==> src/rtl/pipe_pkg.sv <==
// pipe_pkg: shared control-bundle types and constants for the MIPS pipeline registers.
package pipe_pkg;
    typedef struct packed {
        logic       reg_write;
        logic       mem_to_reg;
        logic       mem_read;
        logic       mem_write;
        logic       alu_src;
        logic       reg_dst;
        logic [1:0] alu_op;
    } ctrl_t;

    localparam logic [7:0] CTRL_BUBBLE = 8'h00;
    localparam logic [1:0] ALUOP_ADD   = 2'b00;
    localparam logic [1:0] ALUOP_SUB   = 2'b01;
    localparam logic [1:0] ALUOP_RTYPE = 2'b10;
    localparam logic [4:0] REG_ZERO    = 5'd0;
endpackage

==> src/rtl/load_use_detect.sv <==
// load_use_detect: flags a load in EX whose destination is read by the instruction in ID.
module load_use_detect
    import pipe_pkg::*;
(
    input  logic       ex_memread_i,
    input  logic [4:0] ex_rt_i,
    input  logic [4:0] id_rs_i,
    input  logic [4:0] id_rt_i,
    input  logic       flush_i,
    output logic       hazard_o,
    output logic       stall_o
);
    assign hazard_o = ex_memread_i && (ex_rt_i != REG_ZERO) && (ex_rt_i == id_rs_i || ex_rt_i == id_rt_i);
    // A squashed ID instruction never needs to wait for the load.
    assign stall_o  = hazard_o && !flush_i;
endmodule

==> src/rtl/id_ex_pipe.sv <==
// id_ex_pipe: ID/EX pipeline register with load-use bubble insertion, flush and memory freeze.
module id_ex_pipe
    import pipe_pkg::*;
#(
    parameter int DATA_W = 32,
    parameter int CNT_W  = 16
) (
    input  logic              clk_i,
    input  logic              rst_i,
    input  logic              mem_stall_i,
    input  logic              flush_i,
    input  logic [7:0]        ctrl_i,
    input  logic [DATA_W-1:0] rs_data_i,
    input  logic [DATA_W-1:0] rt_data_i,
    input  logic [DATA_W-1:0] imm_i,
    input  logic [4:0]        rs_i,
    input  logic [4:0]        rt_i,
    input  logic [4:0]        rd_i,
    output logic [7:0]        ctrl_o,
    output logic [DATA_W-1:0] rs_data_o,
    output logic [DATA_W-1:0] rt_data_o,
    output logic [DATA_W-1:0] imm_o,
    output logic [4:0]        rs_o,
    output logic [4:0]        rt_o,
    output logic [4:0]        rd_o,
    output logic              stall_o,
    output logic [CNT_W-1:0]  stall_cnt_o
);
    ctrl_t             ctrl_q, ctrl_d;
    logic [DATA_W-1:0] rs_data_q, rt_data_q, imm_q;
    logic [4:0]        rs_q, rs_d, rt_q, rt_d, rd_q, rd_d;
    logic [CNT_W-1:0]  cnt_q, cnt_d;
    logic              hazard, stall;

    load_use_detect u_lud (
        .ex_memread_i (ctrl_q.mem_read),
        .ex_rt_i      (rt_q),
        .id_rs_i      (rs_i),
        .id_rt_i      (rt_i),
        .flush_i      (flush_i),
        .hazard_o     (hazard),
        .stall_o      (stall)
    );

    // Hazard bubbles also zero the specifiers so forwarding cannot match them.
    always_comb begin
        ctrl_d = (flush_i || hazard) ? ctrl_t'(CTRL_BUBBLE) : ctrl_t'(ctrl_i);
        rs_d   = stall ? REG_ZERO : rs_i;
        rt_d   = stall ? REG_ZERO : rt_i;
        rd_d   = stall ? REG_ZERO : rd_i;
        cnt_d  = (stall && cnt_q != '1) ? cnt_q + CNT_W'(1) : cnt_q;
    end

    always_ff @(posedge clk_i or posedge rst_i) begin
        if (rst_i) begin
            ctrl_q    <= ctrl_t'(CTRL_BUBBLE);
            rs_data_q <= '0;
            rt_data_q <= '0;
            imm_q     <= '0;
            rs_q      <= REG_ZERO;
            rt_q      <= REG_ZERO;
            rd_q      <= REG_ZERO;
            cnt_q     <= '0;
        end else if (!mem_stall_i) begin
            ctrl_q    <= ctrl_d;
            rs_data_q <= rs_data_i;
            rt_data_q <= rt_data_i;
            imm_q     <= imm_i;
            rs_q      <= rs_d;
            rt_q      <= rt_d;
            rd_q      <= rd_d;
            cnt_q     <= cnt_d;
        end
    end

    assign ctrl_o      = ctrl_q;
    assign rs_data_o   = rs_data_q;
    assign rt_data_o   = rt_data_q;
    assign imm_o       = imm_q;
    assign rs_o        = rs_q;
    assign rt_o        = rt_q;
    assign rd_o        = rd_q;
    assign stall_o     = stall;
    assign stall_cnt_o = cnt_q;
endmodule

==> config.mk <==
export PLATFORM = sky130hd
export DESIGN_NAME = id_ex_pipe
export DESIGN_NICKNAME = d
export VERILOG_FILES = /design/src/rtl/pipe_pkg.sv /design/src/rtl/load_use_detect.sv /design/src/rtl/id_ex_pipe.sv
export SDC_FILE = /design/constraint.sdc
export NUM_CORES = 1
export LEC_CHECK = 0
export BUFFER_PORTS_ARGS = -buffer_cell sky130_fd_sc_hd__buf_2
export CORE_MARGIN = 4
export CORE_UTILIZATION = 40
export DETAILED_ROUTE_END_ITERATION = 12
export PLACE_DENSITY = 0.74
export SYNTH_ARGS = -nofsm -noshare
export SYNTH_HDL_FRONTEND = slang
export SYNTH_SLANG_ARGS = --single-unit
==> constraint.sdc <==
create_clock -name clk_i -period 5.6 [get_ports clk_i]
set_clock_uncertainty 0.2 [all_clocks]
set_input_delay 1.12 -clock clk_i [delete_from_list [all_inputs] [get_ports clk_i]]
set_output_delay 1.12 -clock clk_i [all_outputs]
set_load 0.01 [all_outputs]
==> run summary <==
Along the worst hold path, the cell count comes to 2. The basic-gate share of the synthesized area counting and, or, nand and nor cells was 0.0815. Clock latency on the worst-skew pair, taken at its later pin, is 0.40 ns.

The run gives 5450 um^2 as the total standard cell area after synthesis. The tools report the type of element launching the critical path as a primary input. After clock tree synthesis, the clock-pin slew on the worst setup and hold paths is 0.05 ns. When the netlist entered floorplanning its net count stood at 516.

Class of the most critical setup path: primary input to primary output. The parity-gate share of the synthesized area counting xor and xnor cells is 0.0385, and the worst max-slew margin expressed relative to the limit is 0.493. The starting utilization of the core area was 0.410. The worst setup slack for register-to-register paths is 3.29 ns. The via-per-instance ratio is 4.79. Detailed placement finished with a half-perimeter wire length of 9690 um. In this run the number of H-tree levels came out at 4. The number of buffer cells added on primary ports is 258, and the clock group share of total power is 0.449.

Once the clock tree was built, the setup fixing pass inserted 0 buffers. Dividing the synthesized area by the synthesized cell count gives 13.9 um^2. For the pin with the worst max-slew slack, the measured transition is 0.760 ns. The run gives 0.620 as the part of the Yosys area used for sequential elements. In this run the standard cell core region covers 13,300 um^2.

The library cell used most frequently in the layout, excluding fill and tap cells, is sky130_fd_sc_hd__buf_2. The internal power of the cells totals 2.02 mW. The via count of the first global-routing pass was 4,392. The run finished with clean final reports. The tools report the final hold violation count as 0. The run gives 0.0665 as the global routing usage on met3.

The maximum fanout along the worst path is 18. The combinational fraction of design power is 0.130, and the total net switching power is 0.628 mW. Pin placement for this block handled 259 I/O pins.

The sequential share of power was 0.421; the die extent in x was 125 um. STA classifies the critical path endpoint as a primary output. The detailed-route wire length per cell was 15.5 um; the number of distinct standard cells referenced by the synthesized netlist was 34.

Once placement completed, the tool counted placed cells totaling 810. Yosys printed 0 warnings. The met2 capacity usage during global routing is 0.290. The logs give 15,600 um^2 for the floorplan die area and 0 for the number of routed nets with antenna violations. The tools report the maximum frequency from static timing analysis as 256 MHz.

After detailed routing, the number of remaining DRC violations is 0. For the arrival time reported for the critical path endpoint, the log shows 2.58 ns. After synthesis, the largest family of logic cells by area is multiplexers. Layer with the highest usage: met2.

The number of detailed-route iterations in the first pass is 4, and the number of buffers created by CTS is 17. The multiplexer share of the synthesized area is 0.200. Buffers inserted to repair hold after CTS numbered 0. The post-route non-filler standard cell count is 842. The tools report the count of final setup violators as 0. Max-cap violations in this run came to 0.

The minimum clock period came out at 3.90 ns. The area growth from synthesis to layout is 38.3%. The cell count after synthesis came out at 392.

The repair_antennas step left the layout with diodes totalling 0. The final period utilization was 0.697; the worst reg2reg path depth was 5. Entering global routing, the biggest net connects 76 pins. The largest vdd supply drop is 0.273 mV, and the routability-driven placement congestion ratio is 0.906.

The total count of max-transition violations in the final report was 0. The TritonCTS sink count came out at 135. Summed over all failing endpoints, the final setup total negative slack is 0 ns. The ratio of cells with drive above 1 in the final layout was 0.595; the maximum count of clock buffers along a single path was 2. Once the clock tree was built, the resizer swapped 0 gates to a different size. The initial antenna violation count came out at 0.

Class of the tightest hold or removal check: flip-flop to flip-flop. Leaving out fill and tap cells, the most frequent cells in the layout are 257 x sky130_fd_sc_hd__buf_2, 135 x sky130_fd_sc_hd__dfrtp_1, 96 x sky130_fd_sc_hd__mux2_2. For the global-route track usage on met1, the log shows 0.195. The tools report the library cell used as clock root buffer as sky130_fd_sc_hd__clkbuf_16. The logs give 4.28 ns for the worst endpoint required time and 221 for the starting DRC count in detailed routing. The switching power as a share of total power is 0.237, and the number of flip-flops and latches in the synthesized netlist is 135. After layout, the design draws a total of 2.64 mW. TritonCTS built the clock tree. Number of nets in the layout: 777. Setup repair after global routing left no endpoint under its margin. The combined global-route utilization of all metal layers was 0.170; the total congestion overflow was 0. For the number of rows in the core area, the log shows 42. For the routed wire length, the log shows 13,000 um. Power spread over the standard cell area amounts to 351 nW/um^2. The area fraction in compound gates after synthesis was 0.0381. Summed over all cells, the static leakage comes to 3.66 nW.

The tools report the total via count after detailed routing as 4,030. The adder and majority cell fraction of the synthesized area was 0.00229. The chip height was 125 um; the first-pass GRT wire length was 21,500 um.
## metal layers
metal  vias to the layer above  routed length, um
met5                         -                  0
met4                         0                221
met3                        18               1050
met2                       152               6710
met1                      1965               5060
li1                       1895                  -
## power groups by stage
stage	logic (mW)	registers, mW	clock network, mW
floorplan	0.142	1.17	0
global placement	0.344	1.12	0
finish	0.344	1.11	1.19
CTS	0.352	1.11	1.22
global route	0.378	1.12	1.26
detailed placement	0.351	1.13	0
## cells in the mapped netlist, drive strengths merged
library cell | n | area share
a21boi | 1 | 0.0034
a22o | 8 | 0.013
a31oi | 1 | 0.0011
a41oi | 1 | 0.0016
and3 | 5 | 0.0057
and4 | 1 | 0.0016
buf | 9 | 0.010
clkbuf | 11 | 0.0076
dfrtp | 135 | 0.62
ha | 1 | 0.0023
inv | 3 | 0.0021
mux2 | 97 | 0.20
nand2 | 22 | 0.015
nand2b | 16 | 0.018
nand3 | 16 | 0.015
nand3b | 1 | 0.0014
nand4 | 7 | 0.0080
nand4b | 1 | 0.0016
nor2 | 8 | 0.0060
nor2b | 1 | 0.0011
nor3 | 2 | 0.0018
nor3b | 1 | 0.0023
nor4 | 2 | 0.0023
o21ai | 16 | 0.015
o22ai | 1 | 0.0037
or4 | 1 | 0.0014
xnor2 | 24 | 0.039
## critical path, cell delays in order
cell and delay [ns]:
sky130_fd_sc_hd__buf_2 0.11, sky130_fd_sc_hd__xnor2_1 0.13, sky130_fd_sc_hd__nand3_1 0.14, sky130_fd_sc_hd__o22ai_4 0.47, sky130_fd_sc_hd__nor3b_2 0.25, sky130_fd_sc_hd__buf_4 0.20, sky130_fd_sc_hd__buf_2 0.15
## path summary, 6_finish.rpt
check,startpoint,to
min in group asynchronous,rst_i,rs_data_o[12]
max in group asynchronous,rst_i,rt_data_o[22]
hold / removal,rd_o[3],rd_o[3]
setup / recovery,rt_i[0],stall_o
setup reg to reg,rt_o[0],stall_cnt_o[1]
hold reg to reg,rd_o[3],rd_o[3]
## cell families (layout without fill, tap and decap cells)
| family | count (synthesis) | count (layout) |
|---|---|---|
| AOI/OAI and AO/OA | 28 | 28 |
| xor gates and xnor gates | 24 | 24 |
| adders and majority gates | 1 | 1 |
| buffers and inverters | 23 | 297 |
| DFF | 135 | 135 |
| muxes | 97 | 97 |
| and+or+nand+nor | 84 | 84 |
## flip-flops by register name (all words and copies together), names as in the netlist
name and cells:
ctrl_o 8, imm_o 32, rd_o 5, rs_data_o 32
rs_o 5, rt_data_o 32, rt_o 5, stall_cnt_o 16
## through the flow
step                utilization  worst slack (ns)  hold slack (ns)  cell area, um^2
finish                    0.567              1.70            0.289             7540
global route              0.567              1.49            0.317             7540
floorplan                     -             0.669            0.319             5450
detailed placement        0.519              1.70            0.272             6900
CTS                       0.567              1.70            0.287             7540
global placement          0.519              1.73            0.269             6900
## final cells by class
| cell class | count | area, um^2 |
|---|---|---|
| Clock buffer | 21 | 470 |
| Clock inverter | 11 | 170 |
| Fill cell | 1080 | 5750 |
| Inverter | 3 | 13.8 |
| Multi-Input combinational cell | 234 | 1970 |
| Sequential cell | 135 | 3380 |
| Tap cell | 176 | 220 |
| Timing Repair Buffer | 262 | 1320 |
No activity file was read; power rests on OpenSTA's default activity.
